===== src/rtl/decoder_scan_n.sv =====
// -----------------------------------------------------------------------------
// decoder_scan_n
//   SEL_W-to-2**SEL_W one-hot decoder with registered outputs, an enable and
//   two operating modes.
//
//   DIRECT mode: out is 1<<sel, one clock after sel is applied.
//   SCAN mode:   an internal index starts at sel. It then steps through every
//                output, and each output is held for DWELL cycles.
//
//   Typical use: digit/row strobes for multiplexed LED and 7-seg displays.
//
// Parameters
//   SEL_W  select width; the output width is 2**SEL_W
//   DWELL  cycles each output is held in SCAN mode (>= 1)
//
// Ports
//   clk     in   1        rising-edge clock
//   reset   in   1        asynchronous, active-high reset
//   enable  in   1        1 = decoder active, 0 = all outputs low
//   mode    in   1        0 = DIRECT, 1 = SCAN
//   sel     in   SEL_W    DIRECT: decoded index; SCAN: start index (entry only)
//   out     out  2**SEL_W registered one-hot strobe, zero when idle
//   cur     out  SEL_W    registered index currently asserted on out
//   wrap    out  1        one-cycle pulse when the scan index wraps to 0
// -----------------------------------------------------------------------------
module decoder_scan_n #(
    parameter int SEL_W = 4,
    parameter int DWELL = 4
) (
    input  logic                  clk,
    input  logic                  reset,
    input  logic                  enable,
    input  logic                  mode,
    input  logic [SEL_W-1:0]      sel,
    output logic [2**SEL_W-1:0]   out,
    output logic [SEL_W-1:0]      cur,
    output logic                  wrap
);

    localparam int OUT_W = 2**SEL_W;
    // The dwell counter still exists when DWELL=1, but it always holds 0.
    localparam int DW = (DWELL > 1) ? $clog2(DWELL) : 1;
    localparam logic [DW-1:0] DWELL_LAST = DW'(DWELL - 1);

    typedef enum logic [1:0] {
        ST_IDLE   = 2'd0,
        ST_DIRECT = 2'd1,
        ST_SCAN   = 2'd2
    } state_t;

    state_t             state_q, state_d;
    logic [OUT_W-1:0]   out_q, out_d;
    logic [SEL_W-1:0]   cur_q, cur_d;
    logic               wrap_q, wrap_d;
    logic [DW-1:0]      dwell_q, dwell_d;
    logic [SEL_W-1:0]   cur_inc;

    assign cur_inc = cur_q + SEL_W'(1);

    always_comb begin
        // Next state depends only on enable and mode. The outputs are then
        // computed for the state being entered, so every output is registered.
        state_d = ST_IDLE;
        out_d   = out_q;
        cur_d   = cur_q;
        wrap_d  = 1'b0;
        dwell_d = dwell_q;

        if (!enable) begin
            state_d = ST_IDLE;
        end else if (!mode) begin
            state_d = ST_DIRECT;
        end else begin
            state_d = ST_SCAN;
        end

        case (state_d)
            ST_DIRECT: begin
                out_d   = OUT_W'(1) << sel;
                cur_d   = sel;
                dwell_d = '0;
            end
            ST_SCAN: begin
                if (state_q != ST_SCAN) begin
                    // A fresh entry always starts at sel and holds it for a full
                    // DWELL. Any earlier scan position is discarded.
                    out_d   = OUT_W'(1) << sel;
                    cur_d   = sel;
                    dwell_d = '0;
                end else if (dwell_q == DWELL_LAST) begin
                    out_d   = OUT_W'(1) << cur_inc;
                    cur_d   = cur_inc;
                    dwell_d = '0;
                    wrap_d  = &cur_q;
                end else begin
                    dwell_d = dwell_q + DW'(1);
                end
            end
            default: begin
                // Idle: strobes off. cur keeps its last value.
                out_d   = '0;
                dwell_d = '0;
            end
        endcase
    end

    always_ff @(posedge clk or posedge reset) begin
        if (reset) begin
            state_q <= ST_IDLE;
            out_q   <= '0;
            cur_q   <= '0;
            wrap_q  <= 1'b0;
            dwell_q <= '0;
        end else begin
            state_q <= state_d;
            out_q   <= out_d;
            cur_q   <= cur_d;
            wrap_q  <= wrap_d;
            dwell_q <= dwell_d;
        end
    end

    assign out  = out_q;
    assign cur  = cur_q;
    assign wrap = wrap_q;

endmodule

===== config.mk =====
export PLATFORM = sky130hd
export DESIGN_NAME = decoder_scan_n
export DESIGN_NICKNAME = d
export VERILOG_FILES = /design/src/rtl/decoder_scan_n.sv
export SDC_FILE = /design/constraint.sdc
export NUM_CORES = 1
export LEC_CHECK = 0
export CORE_UTILIZATION = 45
export DETAILED_ROUTE_END_ITERATION = 12
export PLACE_DENSITY = 0.81
export SETUP_SLACK_MARGIN = 0.2
export SYNTH_ARGS = -nofsm -noshare
export SYNTH_HDL_FRONTEND = slang
export SYNTH_SLANG_ARGS = --single-unit

===== constraint.sdc =====
create_clock -name clk -period 1.5 [get_ports clk]
set_clock_uncertainty 0.15 [all_clocks]
set_input_delay 0.225 -clock clk [delete_from_list [all_inputs] [get_ports clk]]
set_output_delay 0.225 -clock clk [all_outputs]
set_load 0.01 [all_outputs]

==> flow_summary_export.csv <==
group,metric,value,unit
critical_path,reg2reg_depth,7,
critical_path,cp-start-kind,"flip-flop",
power,p_int,1.10,mW
clock_tree,clk_pin_slew_worst_paths,0.16,ns
placement,io_buffer_count,28,
critical_path,crit_path_end_kind,"flip-flop",
route,drtAntennaViolNets,0,
placement,detailed_place.area,1880,µm²
clock_tree,clock_latency,0.34,ns
sta,finalWorstSetupSlack,-0.204,ns
clock_tree,cts_buffers,3,
outcome,status,"complete, but fails checks",
global_routing,grt_usage,28.8,%
die,core_area,2760,µm²
clock_tree,cts_buffer_depth,2,
critical_path,r2r_end,"cur[3]",
sta,holdWs,0.0593,ns
sta,rsz0062_at_grt,"true",
flow_run,cap_violations,0,
power,peakVddDrop,0.000699,V
synth,synth_seq_area_share,47.4,%
die,dieArea,3150,µm²
route,drc,0,
synth,async_flop_share,100,%
synth,synthAdderAreaFrac,6.64,%
route,wl,4920,µm
critical_path,r2r_slack,-0.20,ns
clock_tree,h-tree-depth,1,
cells_and_area,diodes,0,
sta,clock.fmax,587,MHz
clock_tree,hold_buffers,0,
power,pwr-share-seq,43.2,%
synth,synth-xor-area-share,1.90,%
placement,hpwl,2840,µm
cells_and_area,fill_cells,163,
die,die_width,56.1,µm
die,num_io_pins,29,
die,die_h,56.1,µm
synth,synthCells,130,
critical_path,path_cells,"buf_6, buf_4, nand3_4, xnor2_4, buf_6, mux2i_1, o21ai_1",
synth,synth_simple_gate_area_share,20.3,%
synth,synth_edf_count,0,
power,clkPwrFrac,19.8,%
sta,hold_viol,0,
critical_path,rr_startpoint,"cur[0]",
synth,ys_ff_latch,25,
cells_and_area,nNetsFinal,225,
sta,setup_tns,-2.39,ns
global_routing,grt_pass1_wl,6760,µm
critical_path,required,1.60,ns
cells_and_area,synthToLayoutAreaGrowth,73.4,%
route,detailroute.via_count,1464,
synth,synthDistinctLibCells,35,
clock_tree,cts.sinks,25,
critical_path,path_class,"reg2reg",
sta,slew_viol_final,0,
clock_tree,cts_root_buffer,"clkbuf_4",
route,via_per_inst,6.10,
critical_path,cpMostUsedCell,"buf_6",
power,power_switching,0.576,mW
synth,synth_compound_area_share,19.3,%
sta,slew-limit-headroom,73.3,%
route,drt-initial-drc-count,58,
power,power_frac_comb,37.0,%
min_path,holdCritPathClass,"in2async",
die,start_util,47.8,%
critical_path,path_max_fanout,3,
synth,ys.flop_type,"dfrtp_1",
cells_and_area,finalInstanceArea,2290,µm²
route,first_pass_iters,4,
clock_tree,cts_tree,"done",
sta,period_share,114,%
power,power_switching_share,34.3,%
global_routing,grt_antenna_before_repair,0,
power,p_leak,1.04,nW
sta,period_needed,1.70,ns
critical_path,worstPathArrival,1.81,ns
route,routedWlPerCell,20.5,µm
synth,synth.net_count,145,
synth,synthMuxAreaShare,0.759,%
critical_path,cpPeakStageDelay,0.40,ns
power,p_per_area,734,nW/µm²
placement,place_ws,-0.420,ns
synth,postSynthAreaPerCell,10.1,µm²
placement,dp_cells,210,
placement,place_congestion,0.852,
global_routing,grt_overflow,0,
cells_and_area,final_util,82.9,%
cells_and_area,fin_cells,240,
synth,yosysWarnings,0,
synth,netlist_area,1320,µm²
die,rows,19,
outcome,violations,"negative setup slack",
sta,worstMarginPinSlew,0.399,ns
global_routing,grt_max_degree,26,
global_routing,grt_pass1_vias,1412,
cells_and_area,drive_gt1_share,60.8,%
sta,setup_violations,21,
power,p_total,1.68,mW
critical_path,cpMaxStageDelayCell,"dfrtp_2",
synth,synth_top_family_by_area,"simple AND/OR/NAND/NOR gates",
critical path: cells and delay by family, from the launching register on:
kind,cells,cell delay [ns]
muxes,1,0.08
and+or+nand+nor,1,0.16
buffers and inverters,3,0.36
AOI/OAI and AO/OA,1,0.21
DFF,1,0.40
xor gates and xnor gates,1,0.26
kinds of logic after synthesis:
| group | count (synthesis) |
|---|---|
| AND/OR/NAND/NOR | 47 |
| adder cells (fa/ha/maj) | 7 |
| AO/OA/AOI/OAI | 41 |
| XOR/XNOR | 2 |
| flip-flops | 25 |
| multiplexers | 1 |
| buffers and inverters | 7 |
area by class of cell:
cell class,instances,area (µm²),share of cell area (%)
Clock buffer,3,22.5,0.985
Timing Repair Buffer,77,622,27.2
Tap cell,31,38.8,1.70
Clock inverter,1,7.51,0.328
Sequential cell,25,628,27.5
Multi-Input combinational cell,99,953,41.7
Inverter,4,15.0,0.656
worst max path at each step:
stage / start / depth (start not counted) / slack [ns] / to
2_1_floorplan: dwell_q[0] / 7 / 0.01 / out[15]
3_3_place_gp: mode / 6 / -0.33 / out[8]
3_5_place_dp: enable / 6 / -0.42 / out[7]
4_1_cts: cur[1] / 6 / -0.14 / out[6]
5_1_grt: cur[0] / 7 / -0.28 / cur[3]
6_report: cur[0] / 7 / -0.20 / cur[3]
cell usage in the layout, fill, tap and decap left out, types with 3 or more instances in the layout:
cell type        instances
buf_4                   35
dfrtp_1                 23
buf_2                   18
buf_6                   16
nor2_1                   7
o21ai_1                  7
nand3_2                  7
nand2_1                  6
a22oi_1                  6
clkdlybuf4s50_1          6
o21ai_2                  5
a21oi_1                  5
a22oi_2                  4
a21oi_2                  4
inv_1                    4
nor2b_1                  3
nand2_2                  3
nor2_4                   3
a31oi_1                  3
ha_4                     3
ha_2                     3
clkbuf_4                 3
per-layer routing:
metal	wire [µm]	part of all wire [%]	vias to the layer above	GRT usage [%]
met3	324	6.6	27	7.91
met4	258	5.2	0	16.0
met2	2450	50	86	49.1
met1	1880	38	709	32.4
li1	-	-	642	-
met5	0	0	-	0
cells in the mapped netlist, types with 2 or more instances:
master | n | area, µm²
nand3_1 | 10 | 50.1
o21ai_1 | 9 | 45.0
nor2_1 | 9 | 33.8
a32oi_1 | 3 | 26.3
dfrtp_1 | 25 | 626
nand2_1 | 10 | 37.5
nand4_1 | 2 | 12.5
nor2b_1 | 3 | 18.8
inv_1 | 4 | 15.0
and2_1 | 2 | 12.5
a31oi_1 | 4 | 25.0
o21ai_0 | 3 | 15.0
a22oi_1 | 10 | 75.1
ha_1 | 7 | 87.6
a21oi_1 | 9 | 45.0
registers in the layout, summed over array words and instances (netlist names):
signal,flops
out,16
cur,4
dwell_q,2
state_q,2
wrap,1
power groups by stage:
stage	Sequential [mW]	Clock, mW	Combinational (mW)
after floorplan	0.761	0	0.186
after global placement	0.740	0	0.383
after detailed placement	0.744	0	0.393
after CTS	0.722	0.334	0.478
after global routing	0.727	0.359	0.653
final	0.725	0.332	0.622
what timing repair did:
action                     in CTS  in global routing
gates cloned                    1                  0
buffers inserted               17                  8
gates resized for setup       113                 36
pin swaps                      17                 22
hold endpoints to repair        0                  0
setup endpoints to repair      44                 31
(Power assumes the default switching activity.)
